==> src/rtl/debounced_updown_counter_if.sv <==
// debounced_updown_counter_if: button/switch inputs and counter outputs of the debounced up/down counter
//   step_up_raw, step_down_raw, load_raw : raw active-low pushbuttons
//   direction  : 1 = step_up counts up, 0 = step_up counts down
//   load_value : value taken on a debounced load release
//   count, terminal, step_pulse : counter value, limit flag, change strobe
interface debounced_updown_counter_if #(parameter int WIDTH = 4);
    logic             step_up_raw;
    logic             step_down_raw;
    logic             load_raw;
    logic             direction;
    logic [WIDTH-1:0] load_value;
    logic [WIDTH-1:0] count;
    logic             terminal;
    logic             step_pulse;
    modport master (
        output step_up_raw, step_down_raw, load_raw, direction, load_value,
        input  count, terminal, step_pulse
    );
    modport slave (
        input  step_up_raw, step_down_raw, load_raw, direction, load_value,
        output count, terminal, step_pulse
    );
endinterface

==> src/rtl/debounced_updown_counter.sv <==
// debounced_updown_counter: debounced three-button up/down/load counter with wrap or saturate
//   clk   : system clock
//   reset : asynchronous active-low reset, released through a 2-flop synchroniser
//   bus   : slave side of debounced_updown_counter_if (raw buttons, direction, load value,
//           count, terminal, step_pulse)
module debounced_updown_counter #(
    parameter int WIDTH            = 4,
    parameter int PRESCALE_BITS    = 10,
    parameter int DEBOUNCE_SAMPLES = 4,
    parameter int SATURATE         = 0
) (
    input logic                      clk,
    input logic                      reset,
    debounced_updown_counter_if.slave bus
);
    logic [1:0]               rs;
    logic                     rst_n;
    logic [3:0]               s1, s2;
    logic [PRESCALE_BITS-1:0] pre;
    logic                     tick;
    logic [2:0]               rel;
    logic                     d, step, go_up, last_up, last_up_n;
    logic [WIDTH-1:0]         cnt, nxt_cnt;
    logic                     terminal, step_pulse;

    // Assertion is immediate through the async clear of rs; release is synchronised.
    always_ff @(posedge clk or negedge reset)
        if (!reset) rs <= '0;
        else        rs <= {rs[0], 1'b1};
    assign rst_n = rs[1];

    // {direction, load, down, up}; buttons idle high (released), direction defaults to up.
    always_ff @(posedge clk or negedge rst_n)
        if (!rst_n) begin
            s1 <= '1;
            s2 <= '1;
        end else begin
            s1 <= {bus.direction, bus.load_raw, bus.step_down_raw, bus.step_up_raw};
            s2 <= s1;
        end

    always_ff @(posedge clk or negedge rst_n)
        if (!rst_n) pre <= '0;
        else        pre <= pre + 1'b1;
    assign tick = &pre;

    // rel[0]=up, rel[1]=down, rel[2]=load; each strobes once on a stable 0->1 (release).
    for (genvar i = 0; i < 3; i++) begin : g_db
        logic [DEBOUNCE_SAMPLES-1:0] sh, nxt;
        logic                        st, r;
        assign nxt = {sh[DEBOUNCE_SAMPLES-2:0], s2[i]};
        always_ff @(posedge clk or negedge rst_n)
            if (!rst_n) begin
                sh <= '1;
                st <= 1'b1;
                r  <= 1'b0;
            end else begin
                r <= tick && (&nxt) && !st;
                if (tick) begin
                    sh <= nxt;
                    st <= (&nxt) ? 1'b1 : (~|nxt) ? 1'b0 : st;
                end
            end
        assign rel[i] = r;
    end

    assign d = s2[3];

    // Load wins over steps; simultaneous up and down releases cancel out.
    always_comb begin
        step      = rel[0] ^ rel[1];
        go_up     = rel[0] ? d : !d;
        nxt_cnt   = rel[2] ? bus.load_value :
                    !step  ? cnt :
                    go_up  ? (((&cnt) && SATURATE != 0) ? cnt : cnt + 1'b1) :
                             (((~|cnt) && SATURATE != 0) ? cnt : cnt - 1'b1);
        last_up_n = (!rel[2] && step) ? go_up : last_up;
    end

    always_ff @(posedge clk or negedge rst_n)
        if (!rst_n) begin
            cnt        <= '0;
            step_pulse <= 1'b0;
            terminal   <= 1'b0;
            last_up    <= 1'b1;
        end else begin
            cnt        <= nxt_cnt;
            step_pulse <= nxt_cnt != cnt;
            terminal   <= last_up_n ? (&nxt_cnt) : (~|nxt_cnt);
            last_up    <= last_up_n;
        end

    assign bus.count      = cnt;
    assign bus.terminal   = terminal;
    assign bus.step_pulse = step_pulse;
endmodule

==> src/flat_wrapper.sv <==
// flat-port wrapper written by rule: the top's interface ports become plain ports
module debounced_updown_counter_flat 
#(
    parameter int WIDTH            = 4,
    parameter int PRESCALE_BITS    = 10,
    parameter int DEBOUNCE_SAMPLES = 4,
    parameter int SATURATE         = 0
)
  (clk, reset, bus_step_up_raw, bus_step_down_raw, bus_load_raw, bus_direction, bus_load_value, bus_count, bus_terminal, bus_step_pulse);
  debounced_updown_counter_if #(.WIDTH(WIDTH)) bus_i ();
  input logic clk;
  input logic reset;
  input wire logic [$bits(bus_i.step_up_raw)-1:0] bus_step_up_raw;
  input wire logic [$bits(bus_i.step_down_raw)-1:0] bus_step_down_raw;
  input wire logic [$bits(bus_i.load_raw)-1:0] bus_load_raw;
  input wire logic [$bits(bus_i.direction)-1:0] bus_direction;
  input wire logic [$bits(bus_i.load_value)-1:0] bus_load_value;
  output wire logic [$bits(bus_i.count)-1:0] bus_count;
  output wire logic [$bits(bus_i.terminal)-1:0] bus_terminal;
  output wire logic [$bits(bus_i.step_pulse)-1:0] bus_step_pulse;
  assign bus_i.step_up_raw = bus_step_up_raw;
  assign bus_i.step_down_raw = bus_step_down_raw;
  assign bus_i.load_raw = bus_load_raw;
  assign bus_i.direction = bus_direction;
  assign bus_i.load_value = bus_load_value;
  assign bus_count = bus_i.count;
  assign bus_terminal = bus_i.terminal;
  assign bus_step_pulse = bus_i.step_pulse;
  debounced_updown_counter #(.WIDTH(WIDTH), .PRESCALE_BITS(PRESCALE_BITS), .DEBOUNCE_SAMPLES(DEBOUNCE_SAMPLES), .SATURATE(SATURATE)) u_core (.clk(clk), .reset(reset), .bus(bus_i));
endmodule
==> config.mk <==
export PLATFORM = sky130hd
export DESIGN_NAME = debounced_updown_counter_flat
export DESIGN_NICKNAME = d
export VERILOG_FILES = /design/src/rtl/debounced_updown_counter_if.sv /design/src/rtl/debounced_updown_counter.sv /design/src/flat_wrapper.sv
export SDC_FILE = /design/constraint.sdc
export NUM_CORES = 1
export LEC_CHECK = 0
export ABC_AREA = 1
export CAP_MARGIN = 15
export CORE_MARGIN = 5
export CORE_UTILIZATION = 53
export CTS_BUF_LIST = sky130_fd_sc_hd__clkbuf_8
export DETAILED_ROUTE_END_ITERATION = 8
export PLACE_DENSITY = 0.74
export SLEW_MARGIN = 15
export SYNTH_ARGS = -nofsm -noshare
export SYNTH_HDL_FRONTEND = slang
export SYNTH_SLANG_ARGS = --single-unit
export TNS_END_PERCENT = 30
==> constraint.sdc <==
create_clock -name clk -period 2.9 [get_ports clk]
set_input_delay 0.58 -clock clk [delete_from_list [all_inputs] [get_ports clk]]
set_output_delay 0.58 -clock clk [all_outputs]
set_load 0.02 [all_outputs]
**After elaboration in Yosys (flattened, before gate mapping)**

Index checks and enable logic that the tools add are counted.

- Add/subtract/negate cells: 3
- Equality and inequality tests: 4
- Muxes and demuxes: 12
- Bitwise operators: 1
- Reductions and logical operators: 25

Operator list:

| kind | count |
|---|---|
| $reduce_and 11->1 | 3 |
| $reduce_and 4->1 | 4 |
| $reduce_or 4->1 | 4 |
| $mux 4 | 3 |
| $add 10x1->10 const B | 1 |
| $reduce_and 10->1 | 1 |
| $mux 1 | 9 |
| $logic_and 1x1->1 | 7 |
| $logic_not 1->1 | 6 |
| $ne 2x1->1 const B | 3 |
| $add 4x1->4 const B | 1 |
| $ne 4x4->1 | 1 |
| $sub 4x1->4 const B | 1 |
| $xor 1x1->1 | 1 |

- Flip-flop bits (word level): 42
- Bits of input ports: 10
- Output and inout bits: 6
- Word-level logic and storage cells: 62

**Logic depth before layout (Yosys ltp)**

- Depth after elaboration: 8
- Depth in mapped cells: 16
- Gate-level depth less buffers: 16

**Worst setup path after synthesis**

No wires, ideal clock.

- Path kind: reg-to-reg
- From: reg u_core.s2[3]
- To: reg u_core.step_pulse (netlist: u_core.bus.step_pulse)
- Data arrival time: 1,646 ps
- Required time: 2,776 ps
- Path slack: 1,130 ps
- Stages on the path, launching flop included: 16
- Path buffers: 0
- Clock period less this slack: 1,770 ps
- Path through: dfstp_2 > inv_1 > nand2_1 > nand3_1 > nand2_1 > inv_1 > ha_1 > inv_1 > nand2_1 > o211ai_1 > nand3_1 > nand2_1 > nor2_1 > nand2_1 > nor2_1 > nand3_1

- Cells in the longest elaborated chain, start to end: 6

RTL lines:

| item | line | text |
|---|---|---|
| start: declaration | debounced_updown_counter.sv:18 | `logic [3:0] s1, s2;` |
| start signal: assignment | debounced_updown_counter.sv:36 | `s2 <= '1;` |
| start signal: assignment | debounced_updown_counter.sv:39 | `s2 <= s1;` |
| $logic_not 1->1 | debounced_updown_counter.sv:72 | `go_up = rel[0] ? d : !d;` |
| $mux 1 * | debounced_updown_counter.sv:72 |  |
| $mux 4 * | debounced_updown_counter.sv:75 | `go_up ? (((&cnt) && SATURATE != 0) ? cnt : cnt + 1'b1) :` |
| $mux 4 * | debounced_updown_counter.sv:74 | `!step ? cnt :` |
| $mux 4 * | debounced_updown_counter.sv:73 | `nxt_cnt = rel[2] ? bus.load_value :` |
| $ne 4x4->1 * | debounced_updown_counter.sv:88 | `step_pulse <= nxt_cnt != cnt;` |
| end signal: assignment | debounced_updown_counter.sv:88 |  |
| end: declaration | debounced_updown_counter.sv:24 | `logic terminal, step_pulse;` |

Every way passes the cells marked *; elsewhere a longest branch is shown, timed or not.
A chain may end at the register's enable or synchronous reset.

**Worst setup path after layout**

- From: reg u_core.cnt[0] (netlist: u_core.bus.count[0])
- To: out bus_count[0]

RTL lines:

| item | line | text |
|---|---|---|
| start: declaration | debounced_updown_counter.sv:23 | `logic [WIDTH-1:0] cnt, nxt_cnt;` |
| start signal: assignment | debounced_updown_counter.sv:87 | `cnt <= nxt_cnt;` |
| end: declaration | flat_wrapper.sv:18 | `output wire logic [$bits(bus_i.count)-1:0] bus_count;` |

No word-level cell between the ends.

==> results by group <==
Outcome
  – Status: complete, no violations

Timing
  – Clk_skew: 0.00406 ns
  – Max Clock Freq: 512 MHz
  – RSZ-0062 raised after global routing: no
  – Final Max Slew Viols: 0
  – Clock period minus worst slack: 1.95 ns
  – Hold Fails Final Rpt: 0
  – Fin crit share: 67.3%
  – Setup TNS: 0 ns
  – Final setup violation count: 0

CTS
  – Clock Path Buffers: 2
  – Clk slew on worst S/H paths: 0.07 ns
  – Setup bufs post-CTS: 0
  – Post_cts resized: 0
  – Post-CTS Hold Buffers: 0
  – CTS buffer count: 5
  – TritonCTS clock tree: done
  – Root buffer cell: clkbuf_8
  – Worst-Skew Late Latency: 0.29 ns
  – # clock sinks: 42
  – H-tree Lvls: 2

Die
  – Chip height: 70.0 um
  – Die Wd: 70.0 um
  – Starting Density: 55.9%
  – Die area: 4910 um^2
  – Ports: 16
  – Std-Cell Core Area: 3420 um^2
  – # rows: 21

Yosys
  – Post-synth EDFFs: 0
  – Synthesized Nets: 206
  – Synth top area share: 28.9%
  – Cell variety after synth: 24
  – Count of yosys warnings during synthesis: 0
  – Mapped Cells: 194
  – Main synth FF type: dfstp_2
  – Seq/Total Area, Yosys: 56.4%
  – Synth area leader: dfstp_2
  – FF+latch count, synth: 42
  – Synth area leaders: dfstp_2 29%, dfrtp_1 28%, nand2_1 9.2%
  – Asr flop ratio synth: 100%
  – Avg Cell Area, Syn: 9.85 um^2
  – Post-Syn Area: 1910 um^2

Route
  – DR vias/cell: 4.98
  – Via Count: 1311
  – Post-Route WL: 3030 um
  – ANT nets after route: 0
  – Initial DRT Pass Iterations: 4
  – Avg WL per Cell: 11.5 um
  – DRT iter0 DRCs: 45
  – # DRC: 0

Placed design
  – Port buffer count: 15
  – Placer Congestion: 0.764
  – Placed insts: 255
  – Hpwl dp: 2300 um

Power and ir drop
  – Sw Ratio: 20.7%
  – Comb pwr share: 5.6%
  – NetSw: 212 uW
  – Internal power: 814 uW
  – Leak: 0.974 nW
  – Worst vdd ir: 0.000414 V
  – Tot Pwr: 1.03 mW
  – Sequential Power Share: 59.0%
  – Clock power frac: 35.3%
  – PwrDens: 465 nW/um^2

Critical path
  – CP peak stage delay: 0.64 ns
  – Critical path buffers and inverters: 1
  – Reg2Reg Depth: 14
  – Setup crit start kind: flip-flop
  – Critical path's slowest cell: clkdlybuf4s50_1
  – Stages on worst setup path: 1
  – Setup CP Type: reg -> out
  – CP top delay family: buffers and inverters
  – Critical-path cell list: clkdlybuf4s50_1
  – Critical Path End Type: output port
  – Max FO, Critical Path: 5
  – Critical Path AT: 1.37 ns
  – Required time of the critical path: 2.32 ns

Global route
  – Total track usage: 13.7%
  – Vias in the first global route: 1325
  – Largest net degree at the start of global routing: 41
  – Initial antenna violation count: 0
  – First-pass GRT wire length: 5440 um
  – Global route total overflow: 0

Cells and area
  – Layout cell share with drive strength beyond 1: 23.0%
  – Fin nets: 228
  – Fin cells: 263
  – Antenna cell count: 0
  – Fillers: 264
  – Area delta synth->final: 15.5%

Job
  – Maximum Capacitance Violations: 0

Hold path
  – HP Class: reg -> async
[stage by stage]
stage,area [um^2],hold WS (ns),setup slack [ns],util [%]
3_5_place_dp,2110,0.305,0.989,61.9
2_1_floorplan,1910,0.284,1.13,-
6_report,2210,0.297,0.948,64.6
3_3_place_gp,2110,0.302,1.04,61.9
4_1_cts,2210,0.312,0.927,64.6
5_1_grt,2210,0.353,0.799,64.6
[cells in the mapped netlist (all sizes together) (2+ instances only)]
cell type and instances:
nor2 10, dfstp 21, o21ai 20, nor3 4, xor2 8, nand4 4, o211ai 2, ha 2
mux2 2, nand3 18, or2 2, nand2 49, inv 26, dfrtp 21
[cells in the final DEF (no fill, tap or decap), drive strengths merged]
| cell type | netlist | routed |
|---|---|---|
| and3 | 1 | 1 |
| xor2 | 8 | 8 |
| ha | 2 | 2 |
| mux2 | 2 | 2 |
| nor2 | 10 | 10 |
| dfrtp | 21 | 21 |
| nand2 | 49 | 49 |
| or2 | 2 | 2 |
| o211ai | 2 | 2 |
| inv | 26 | 27 |
| clkinv | 0 | 1 |
| a21oi | 1 | 1 |
| nand3 | 18 | 18 |
| o21ai | 20 | 20 |
| nand4 | 4 | 4 |
| nor3 | 4 | 4 |
| clkbuf | 0 | 6 |
| xnor2 | 1 | 1 |
| clkdlybuf4s50 | 0 | 15 |
| buf | 1 | 1 |
| conb | 1 | 1 |
| dfstp | 21 | 21 |
[registers in the layout, indices dropped and copies added (netlist names)]
name / cells
u_core.g_db.sh: 9
u_core.g_db.st: 3
u_core.bus.terminal: 1
u_core.rs: 2
u_core.last_up: 1
u_core.s1: 4
u_core.bus.count: 4
u_core.g_db.r: 3
u_core.pre: 10
u_core.s2: 4
u_core.bus.step_pulse: 1
[final timing paths]
kind	startpoint	to	slack [ns]
max	u_core.bus.count[0]$_DFF_PN0_	bus_count[0]	0.95
min	u_core.rs[1]$_DFF_PN0_	u_core.g_db[0].r$_DFF_PN0_	0.30
max reg2reg	u_core.s2[3]$_DFF_PN1_	u_core.bus.step_pulse$_DFF_PN0_	0.98
min reg2reg	u_core.rs[1]$_DFF_PN0_	u_core.g_db[0].r$_DFF_PN0_	0.30
max in group asynchronous	u_core.rs[1]$_DFF_PN0_	u_core.g_db[1].sh[0]$_DFFE_PN1P_	2.25
min in group clk	u_core.s1[3]$_DFF_PN1_	u_core.s2[3]$_DFF_PN1_	0.36
[area by class of cell]
cell class                      instances  area (um^2)  share of cell area [%]
Clock buffer                            6         82.6                    3.74
Tap cell                               46         57.6                    2.61
Inverter                               26         97.6                    4.42
Sequential cell                        42         1080                    48.8
Multi-Input combinational cell        125          724                    32.8
Timing Repair Buffer                   16          158                    7.15
Clock inverter                          2         8.76                   0.397
[per-layer routing]
metal | part of all wire, % | wire length (um) | track usage [%] | vias to the layer above
met3 | 5.1 | 153 | 4.59 | 9
met2 | 49 | 1480 | 23.0 | 26
met4 | 2.3 | 71 | 6.38 | 0
li1 | - | - | - | 658
met5 | 0 | 0 | 0 | -
met1 | 44 | 1320 | 15.6 | 618
[kinds of logic (layout without fill, tap and decap cells)]
group | Yosys count | count (layout) | synth area share (%)
AO/OA/AOI/OAI | 23 | 23 | 7.86
XOR/XNOR | 9 | 9 | 4.13
adder cells (fa/ha/maj) | 2 | 2 | 1.31
buffers and inverters | 27 | 50 | 5.70
flip-flops | 42 | 42 | 56.4
multiplexers | 2 | 2 | 1.57
other | 1 | 1 | 0.196
AND/OR/NAND/NOR | 88 | 88 | 22.9
[power groups by stage]
stage / registers (mW) / logic, mW / clock network, mW
2_1_floorplan: 0.626 / 0.0212 / 0
3_3_place_gp: 0.616 / 0.0567 / 0
3_5_place_dp: 0.616 / 0.0588 / 0
4_1_cts: 0.606 / 0.0591 / 0.383
5_1_grt: 0.607 / 0.0653 / 0.407
6_report: 0.606 / 0.0576 / 0.363
(Power assumes the default switching activity.)
